**config.mk**
```make
export PLATFORM = sky130hd
export DESIGN_NAME = fetch_sequencer
export DESIGN_NICKNAME = d
export VERILOG_FILES = /design/src/rtl/fetch_sequencer.sv
export SDC_FILE = /design/constraint.sdc
export NUM_CORES = 1
export LEC_CHECK = 0
export CAP_MARGIN = 10
export CORE_ASPECT_RATIO = 0.5
export CORE_MARGIN = 2
export CORE_UTILIZATION = 54
export CTS_CLUSTER_DIAMETER = 40
export DETAILED_ROUTE_END_ITERATION = 6
export GPL_TIMING_DRIVEN = 0
export PLACE_DENSITY = 0.83
export SETUP_SLACK_MARGIN = 0.4
export SYNTH_ARGS = -nofsm -noshare
export SYNTH_HDL_FRONTEND = slang
export SYNTH_SLANG_ARGS = --single-unit
export TNS_END_PERCENT = 5
```
**constraint.sdc**
```tcl
create_clock -name clk -period 5.7 [get_ports clk]
set_input_delay 1.71 -clock clk [delete_from_list [all_inputs] [get_ports clk]]
set_output_delay 1.71 -clock clk [all_outputs]
set_load 0.05 [all_outputs]
```
**src/rtl/fetch_sequencer.sv**
```systemverilog
// fetch_sequencer: instruction-fetch front end.
//   Owns the fetch PC. Issues one word read at a time over imem_req/imem_ack.
//   Holds each fetched word for decode on if_valid/if_ready.
//   Applies decode redirects. A redirect that arrives mid-read is parked in
//   pend/pend_addr. The read then completes, its data is dropped, and the
//   target is fetched next.
//   Fetch addresses stay within [BOOT_ADDR, END_ADDR]. Sequential fetch
//   wraps back to BOOT_ADDR. An out-of-window redirect also goes to
//   BOOT_ADDR and raises addr_err.
// Ports:
//   clk, rst            clock (rising edge), async active-low reset
//   en                  fetch enable (never aborts a read already in flight)
//   imem_req/addr       read request and word-aligned address (stable until ack)
//   imem_ack/rdata      read completion and data
//   if_valid/ready      instruction handshake toward decode
//   if_instr/if_pc      fetched word and the address it came from
//   redirect/_addr      single-cycle branch/jump pulse and its target
//   addr_err            one-cycle pulse: redirect target was out of window
//   wrap_cnt            saturating count of sequential window wraps
module fetch_sequencer #(
  parameter logic [31:0] BOOT_ADDR = 32'h31B0,
  parameter logic [31:0] END_ADDR  = 32'h35AC
) (
  input  logic        clk,
  input  logic        rst,
  input  logic        en,
  output logic        imem_req,
  output logic [31:0] imem_addr,
  input  logic        imem_ack,
  input  logic [31:0] imem_rdata,
  output logic        if_valid,
  input  logic        if_ready,
  output logic [31:0] if_instr,
  output logic [31:0] if_pc,
  input  logic        redirect,
  input  logic [31:0] redirect_addr,
  output logic        addr_err,
  output logic [7:0]  wrap_cnt
);

  typedef enum logic [1:0] {IDLE, FETCH, HOLD} state_t;

  state_t      state;
  logic [31:0] pc;
  logic        pend;
  logic [31:0] pend_addr;

  // Redirect target: force word alignment, then clamp out-of-window
  // targets to the boot address.
  logic [31:0] rd_al, rd_tgt;
  logic        rd_oob;
  assign rd_al  = redirect_addr & ~32'h3;
  assign rd_oob = (rd_al < BOOT_ADDR) || (rd_al > END_ADDR);
  assign rd_tgt = rd_oob ? BOOT_ADDR : rd_al;

  // Sequential successor of the address being read.
  logic        seq_wrap;
  logic [31:0] seq_next;
  assign seq_wrap = imem_addr >= END_ADDR;
  assign seq_next = seq_wrap ? BOOT_ADDR : imem_addr + 32'd4;

  // A fresh redirect wins over one parked earlier in the same read.
  logic [31:0] redo_addr;
  assign redo_addr = redirect ? rd_tgt : pend_addr;

  // Address to launch when leaving HOLD.
  logic [31:0] hold_next;
  assign hold_next = redirect ? rd_tgt : pc;

  always_ff @(posedge clk or negedge rst) begin
    if (!rst) begin
      state     <= IDLE;
      pc        <= BOOT_ADDR;
      pend      <= 1'b0;
      pend_addr <= '0;
      imem_req  <= 1'b0;
      imem_addr <= BOOT_ADDR;
      if_valid  <= 1'b0;
      if_instr  <= '0;
      if_pc     <= '0;
      addr_err  <= 1'b0;
      wrap_cnt  <= '0;
    end else begin
      addr_err <= redirect && rd_oob;
      case (state)
        IDLE: begin
          if (redirect) pc <= rd_tgt;
          if (en) begin
            state     <= FETCH;
            imem_req  <= 1'b1;
            imem_addr <= hold_next;
          end
        end
        FETCH: begin
          if (imem_ack) begin
            if (redirect || pend) begin
              // Returned data belongs to a stale path. Drop it and
              // re-issue at the redirect target without lowering req.
              pc        <= redo_addr;
              imem_addr <= redo_addr;
              pend      <= 1'b0;
            end else begin
              if_instr <= imem_rdata;
              if_pc    <= imem_addr;
              if_valid <= 1'b1;
              pc       <= seq_next;
              imem_req <= 1'b0;
              state    <= HOLD;
              if (seq_wrap && wrap_cnt != 8'hFF) wrap_cnt <= wrap_cnt + 8'd1;
            end
          end else if (redirect) begin
            pend      <= 1'b1;
            pend_addr <= rd_tgt;
          end
        end
        HOLD: begin
          if (redirect || if_ready) begin
            if_valid <= 1'b0;
            pc       <= hold_next;
            if (en) begin
              state     <= FETCH;
              imem_req  <= 1'b1;
              imem_addr <= hold_next;
            end else begin
              state <= IDLE;
            end
          end
        end
        default: state <= IDLE;
      endcase
    end
  end

endmodule

```
==> metrics, run 1 <==
Yosys warning total=0; critical path endpoint=imem_addr[9]$_DFFE_PN0P_; Ant. Diodes=0; # resized after CTS=0; Critical Path Fanout Max=10; maximum capacitance violations=0; initial antenna violation count=0; flops & latches, synth=174; Max Slew Vio Count=0; DRC Markers=0; Worst Clk Skew=0.0176 ns; gp weighted congestion=0.907; Antenna Nets Post-Route=0; H-tree depth=4; Clock Sinks=174; placed cells=1061; Worst setup SP type=input port; post-cts hold buffer count=0; die height=89.0 um; Async S/R FF share, synth=100%; commonest non-fill, non-tap cell in the layout=clkdlybuf4s50_1; measured slew at the worst slew-check pin=0.790 ns; fillers=919; worst skew pair latency=0.43 ns; final setup margin=1.97 ns; chip width=174 um; first-pass GRT wire length=34900 um; Core Region=13900 sq um; # IOs=177; Peak supply drop=0.000258 V; PD cells=519 nW/um^2; Routed wire per std cell=20.0 um; drt total wl=21900 um; Pre-antenna DRT Iters=6; r2r setup slk=3.35 ns; post-placement setup slack=1.67 ns; IO Port Bufs=174; fraction of layout cells with a size suffix above 1=15.1%; Mapped Area=7810 sq um; Post-CTS Setup Inserts=0; Synth Net Count=766; sequential fraction of the synthesis area=56.0%; Die ar.=15500 sq um; Tmin final=3.73 ns; fmax=268 MHz; area delta synth->final=33.3%; outcome=finished, final reports clean; Reg clk slew, reported paths=0.07 ns; Setup crit start=imem_ack; Rel. slew slack=47.3%; reg-to-reg endpoint=imem_addr[9]$_DFFE_PN0P_; HP Class=flop to flop; total number of vias=6503; total grt overflow=0; number of global-route vias before repair=6548; commonest non-fill, non-tap cells in the layout=clkdlybuf4s50_1, dfrtp_1, nand2_1; Reg2Reg Depth=7; largest net degree at the start of global routing=105; Yosys cell types=67; vias per cell=5.95; clock root cell=clkbuf_16; drt first-iter violations=734; final cell count without fillers=1093; critical path arrival=4.00 ns; Initial Utilization=56.4%; TritonCTS buffer count=17; crit path kind=input port to flop; cells after synthesis=694; fin crit share=65.4%; final setup vio count=0; Detail Placement HPWL=15500 um; critical path required time=5.97 ns; Pleak=4.46 nW; row cnt=30; CTS tree=built; crit path capture type=flop; Mean Syn Cell Area=11.3 sq um; total global-route track usage=29.2%; RR Startpoint=pend$_DFFE_PN0P_; Hold Fails Final Rpt=0; Post-synth EDFFs=0; Most used DFF post-synth=dfrtp_1; CTS max path bufs=2; RSZ-0062 raised after global routing=no; nets=960
[critical path: stages]
cell	delay, ns
clkdlybuf4s50_1	0.68
inv_1	0.11
o22ai_1	0.30
o211a_1	0.21
clkbuf_1	0.49
o221ai_1	0.30
a21boi_0	0.19
[cells in the mapped netlist, drive strengths merged, types with 12 or more instances]
| cell | number | area share [%] |
|---|---|---|
| nand3 | 14 | 0.90 |
| o21ai | 46 | 3.0 |
| o31ai | 21 | 2.0 |
| nand2 | 82 | 3.9 |
| clkbuf | 25 | 1.2 |
| mux2 | 62 | 8.9 |
| a22oi | 21 | 2.0 |
| dfrtp | 162 | 52 |
| buf | 20 | 1.4 |
| nor2 | 31 | 1.5 |
| mux2i | 19 | 2.4 |
| dfstp | 12 | 4.0 |
| and2 | 24 | 1.9 |
| a21oi | 23 | 1.5 |
[worst min path at each step]
stage | start | cells past startpoint | to
after CTS | if_pc[12]$_DFFE_PN0P_ | 2 | if_pc[12]$_DFFE_PN0P_
after global placement | if_pc[9]$_DFFE_PN0P_ | 2 | if_pc[9]$_DFFE_PN0P_
after floorplan | pend_addr[12]$_DFFE_PN0P_ | 1 | pend_addr[12]$_DFFE_PN0P_
after detailed placement | if_pc[12]$_DFFE_PN0P_ | 2 | if_pc[12]$_DFFE_PN0P_
after global routing | pend_addr[13]$_DFFE_PN0P_ | 1 | pend_addr[13]$_DFFE_PN0P_
final | if_pc[12]$_DFFE_PN0P_ | 2 | if_pc[12]$_DFFE_PN0P_
[per-stage QoR]
stage	util, %	hold slack, ns	power [mW]	TNS (ns)	instance area, sq um
finish	75.2	0.489	5.40	0	10400
global placement	70.7	0.461	4.17	-675.15	9790
detailed placement	70.9	0.480	4.22	0	9820
floorplan	-	0.451	3.34	0	7810
CTS	75.2	0.495	5.39	0	10400
global route	75.2	0.513	5.61	0	10400
[state kept, by name, indices dropped and copies added, names as in the netlist]
name and count:
addr_err 1, imem_req 1, pc 32, wrap_cnt 8, pend_addr 32, pend 1, if_valid 1, if_pc 32
state 2, imem_addr 32, if_instr 32
[metal layers]
| layer | wire (um) | vias up | global-route usage [%] |
|---|---|---|---|
| li1 | - | 2896 | - |
| met1 | 9430 | 3257 | 39.2 |
| met2 | 10400 | 318 | 48.9 |
| met3 | 1730 | 32 | 6.89 |
| met4 | 290 | 0 | 7.64 |
| met5 | 0 | - | 0 |
[where the power goes]
part / internal [mW] / switching (mW) / total (mW)
combinational: 0.842 / 1.63 / 2.47
clock: 0.635 / 0.532 / 1.17
sequential: 1.54 / 0.223 / 1.76
[logic make-up after synthesis]
group	Yosys count	share of synthesized area (%)
adder cells (fa/ha/maj)	2	0.320
multiplexers	81	11.4
flip-flops	174	56.0
AO/OA/AOI/OAI	166	14.5
XOR/XNOR	18	2.02
buffers and inverters	55	3.12
AND/OR/NAND/NOR	198	12.7
[layout make-up]
| type | instances | area, sq um | area share, % |
|---|---|---|---|
| flip-flops and latches | 174 | 4370 | 42.0 |
| multi-input cells | 465 | 3200 | 30.7 |
| repair buffers | 175 | 1770 | 17.0 |
| clock buffers | 19 | 443 | 4.25 |
| well taps | 192 | 240 | 2.31 |
| plain buffers | 45 | 206 | 1.98 |
| clock inverters | 13 | 145 | 1.39 |
| inverters | 10 | 37.5 | 0.361 |
No activity file was read; power rests on OpenSTA's default activity.
==> inputs of run 2 (changes only) <==
CORE_UTILIZATION = 51   (was 54)
PLACE_DENSITY = 0.79   (was 0.83)
clock period = 3.5 ns   (was 5.7 ns; I/O delays follow)
==> metrics, run 2 (same netlist as run 1, synthesis figures left out) <==
H-tree depth=4; Die ar.=16400 sq um; area delta synth->final=33.5%; drt first-iter violations=571; Worst Clk Skew=0.0138 ns; gp weighted congestion=0.935; die height=91.5 um; final cell count without fillers=1099; Antenna Nets Post-Route=0; initial antenna violation count=0; post-cts hold buffer count=0; maximum capacitance violations=0; final core utilization=70.9%; critical path required time=3.78 ns; Reg2Reg Depth=7; Initial Utilization=53.1%; Power Total=8.81 mW; DRC Markers=0; CTS max path bufs=2; number of global-route vias before repair=6494; crit path kind=input port to flop; Critical Path Fanout Max=10; # IOs=177; Reg clk slew, reported paths=0.07 ns; fmax=327 MHz; first-pass GRT wire length=34700 um; critical path arrival=3.33 ns; Max Slew Vio Count=0; Clock Sinks=174; Peak supply drop=0.000415 V; commonest non-fill, non-tap cell in the layout=clkdlybuf4s50_1; RSZ-0062 raised after global routing=no; drt total wl=22400 um; total number of vias=6498; nets=960; crit path capture type=flop; row cnt=31; Tmin final=3.06 ns; HP Class=flop to flop; vias per cell=5.91; PD cells=845 nW/um^2; clock root cell=clkbuf_16; Worst setup SP type=input port; total grt overflow=0; fraction of layout cells with a size suffix above 1=15.2%; Core Region=14700 sq um; r2r setup slk=1.14 ns; measured slew at the worst slew-check pin=0.767 ns; commonest non-fill, non-tap cells in the layout=clkdlybuf4s50_1, dfrtp_1, nand2_1; RR Startpoint=pend$_DFFE_PN0P_; TritonCTS buffer count=17; final setup vio count=0; hold path endpoint=if_pc[6]$_DFFE_PN0P_; chip width=179 um; Ant. Diodes=0; largest net degree at the start of global routing=118; worst skew pair latency=0.43 ns; Pleak=4.46 nW; Pre-antenna DRT Iters=5; Rel. slew slack=48.9%; hold depth=2; IO Port Bufs=174; reg-to-reg endpoint=state[1]$_DFFE_PN0P_; Detail Placement HPWL=16000 um; CTS tree=built; Routed wire per std cell=20.4 um; Hold Startpoint=if_pc[6]$_DFFE_PN0P_; Hold Fails Final Rpt=0; outcome=finished, final reports clean; placed cells=1067; total global-route track usage=27.8%; fin crit share=87.4%
## run 2: through the flow
stage | cell area (sq um) | setup TNS, ns | hold slack [ns] | setup WS, ns
finish | 10400 | 0 | 0.486 | 0.443
global route | 10400 | 0 | 0.519 | 0.410
CTS | 10400 | 0 | 0.496 | 0.511
detailed placement | 9830 | 0 | 0.477 | 0.136
global placement | 9800 | -958.90 | 0.465 | -5.68
floorplan | 7810 | 0 | 0.451 | 1.09
## run 2: routing by layer
metal | wire length [um] | GRT usage (%)
met1 | 9870 | 38.6
met3 | 1840 | 7.37
met2 | 10400 | 43.8
met4 | 267 | 6.78
met5 | 0 | 0
## run 2: how the worst max path moves through the flow
stage / slack, ns / from / end / depth (start not counted)
after global routing: 0.41 / redirect / if_valid$_DFFE_PN0P_ / 7
after CTS: 0.51 / imem_addr[7]$_DFFE_PN1P_ / imem_addr[7] / 1
after global placement: -5.68 / rst / if_instr[9]$_DFFE_PN0P_ / 1
after floorplan: 1.09 / redirect_addr[26] / pc[4]$_DFFE_PN1P_ / 6
after detailed placement: 0.14 / redirect / if_valid$_DFFE_PN0P_ / 7
final: 0.44 / imem_ack / imem_addr[9]$_DFFE_PN0P_ / 7
## run 2: power breakdown
part	switching, mW	internal, mW
registers	0.365	2.51
logic	2.69	1.37
clock network	0.902	0.972
## run 2: cell type report
cell class / instances / area [sq um]
clock inverter: 14 / 145
fill: 1082 / 4280
multi-input combinational: 465 / 3200
tap: 198 / 248
buffer: 45 / 206
sequential: 174 / 4370
timing repair buffer: 175 / 1770
clock buffer: 18 / 439
inverter: 10 / 37.5
## run 2: timing repair
action | in CTS | in global routing
endpoints found under the setup margin | 0 | 1
resized for setup | 0 | 1
buffers inserted | 0 | 0
## run 2: worst max-delay path: stages
cell,delay [ns]
clkdlybuf4s50_1,0.69
inv_1,0.11
o22ai_1,0.32
o211a_1,0.20
clkbuf_1,0.47
o221ai_1,0.30
a21boi_0,0.19
==> inputs of run 3 (changes only) <==
GPL_TIMING_DRIVEN = unset   (was 0)
==> metrics, run 3 (same netlist as run 1, synthesis figures left out) <==
crit path kind=flop to primary output; r2r setup slk=1.25 ns; # IOs=177; HP Class=flop to flop; Crit-path slowest cell=clkdlybuf4s50_1; maximum capacitance violations=0; chip width=179 um; Clock power frac=21.5%; fin area=10300 sq um; RSZ-0062 raised after global routing=no; RR Startpoint=imem_addr[2]$_DFFE_PN0P_; first-pass GRT wire length=32500 um; CTS tree=built; Post-Place Cell Area=9760 sq um; Rel. slew slack=47.1%; Critical Path Max Stage Delay=0.87 ns; fraction of layout cells with a size suffix above 1=15.8%; critical path required time=2.45 ns; Clock Sinks=174; CP bufs+invs=1; DRC Markers=0; hold path endpoint=if_pc[9]$_DFFE_PN0P_; Antenna Nets Post-Route=0; commonest non-fill, non-tap cells in the layout=clkdlybuf4s50_1, dfrtp_1, nand2_1; Detail Placement HPWL=13800 um; worst-path cell chain=clkdlybuf4s50_1; Post-CTS Setup Inserts=0; row cnt=31; fin crit share=84.2%; Reg2Reg Depth=6; H-tree depth=4; PD cells=831 nW/um^2; CTS max path bufs=2; drt first-iter violations=427; hold slack=0.479 ns; P_int=4.84 mW; Seq pwr share=33.7%; gp weighted congestion=0.881; final cell count without fillers=1072; vias per cell=5.82; critical path arrival=1.90 ns; Routed wire per std cell=18.9 um; Setup crit start=imem_addr[7]$_DFFE_PN1P_; Tmin final=2.95 ns; Worst Clk Skew=0.0154 ns; Initial Utilization=53.1%; Pre-antenna DRT Iters=5; largest net degree at the start of global routing=85; initial antenna violation count=0; TritonCTS buffer count=17; total global-route track usage=25.4%; Hold Fails Final Rpt=0; Critical Path Fanout Max=7; # resized after CTS=0; Core Region=14700 sq um; fmax=339 MHz; Peak supply drop=0.000339 V; worst skew pair latency=0.43 ns; final setup vio count=0; Ant. Diodes=0; clock root cell=clkbuf_16; post-cts hold buffer count=0; reg-to-reg endpoint=pc[0]$_DFFE_PN0P_; number of global-route vias before repair=6172; hold depth=2; total number of vias=6237; outcome=finished, final reports clean; commonest non-fill, non-tap cell in the layout=clkdlybuf4s50_1; Die ar.=16400 sq um; post-placement setup slack=0.359 ns; Net Sw Power=3.73 mW; Sw Share=43.6%; combinational power share=44.8%; Max Slew Vio Count=0; Hold Startpoint=if_pc[9]$_DFFE_PN0P_; final setup margin=0.552 ns; Worst setup SP type=flop; Pleak=4.42 nW; drt total wl=20200 um; die height=91.5 um; measured slew at the worst slew-check pin=0.793 ns; IO Port Bufs=174; area delta synth->final=32.2%; Top Family by Delay on Critical Path=buffers and inverters; nets=933; crit path capture type=primary output; total grt overflow=0; placed cells=1040; Reg clk slew, reported paths=0.07 ns; TNS Setup=0 ns
-- run 3: changes by cell type in the layout (fill, tap and decap cells not counted), moves of 2 or more --
cell	previous run	this run
buf_2	17	1
clkinv_8	2	0
buf_4	0	17
clkbuf_1	25	2
inv_8	5	2
clkinvlp_4	1	3
buf_1	2	0
-- run 3: cell type report --
type                    count  area, sq um
clock buffers              19          433
clock inverters            13          129
fillers                  1089         4380
inverters                  10         37.5
multi-input cells         465         3200
flip-flops and latches    174         4370
well taps                 198          248
repair buffers            193         1910
-- run 3: routing by layer --
layer / vias to the layer above / GRT usage (%) / routed length [um]
li1: 2847 / - / -
met1: 3137 / 35.0 / 9020
met2: 234 / 40.7 / 9570
met3: 19 / 5.78 / 1440
met4: 0 / 6.17 / 185
met5: - / 0 / 0
-- run 3: how the worst max path moves through the flow --
stage | depth (start not counted) | slack [ns] | endpoint
after floorplan | 6 | 1.09 | pc[4]$_DFFE_PN1P_
after global placement | 5 | 0.45 | if_instr[11]$_DFFE_PN0P_
after detailed placement | 6 | 0.36 | pend_addr[5]$_DFFE_PN0P_
after CTS | 1 | 0.52 | imem_addr[7]
after global routing | 1 | 0.49 | imem_addr[7]
final | 1 | 0.55 | imem_addr[7]
-- run 3: power groups by stage --
stage	sequential (mW)	clock (mW)	combinational (mW)
5_1_grt	2.95	1.96	4.04
3_5_place_dp	2.93	0	3.82
2_1_floorplan	4.08	0	1.36
4_1_cts	2.89	1.86	3.84
3_3_place_gp	2.90	0	3.77
6_report	2.89	1.84	3.84
-- run 3: stage by stage --
step           power (mW)  util [%]
2_1_floorplan        5.44         -
4_1_cts              8.59      70.2
6_report             8.57      70.2
5_1_grt              8.95      70.2
3_5_place_dp         6.75      66.4
3_3_place_gp         6.67      66.4
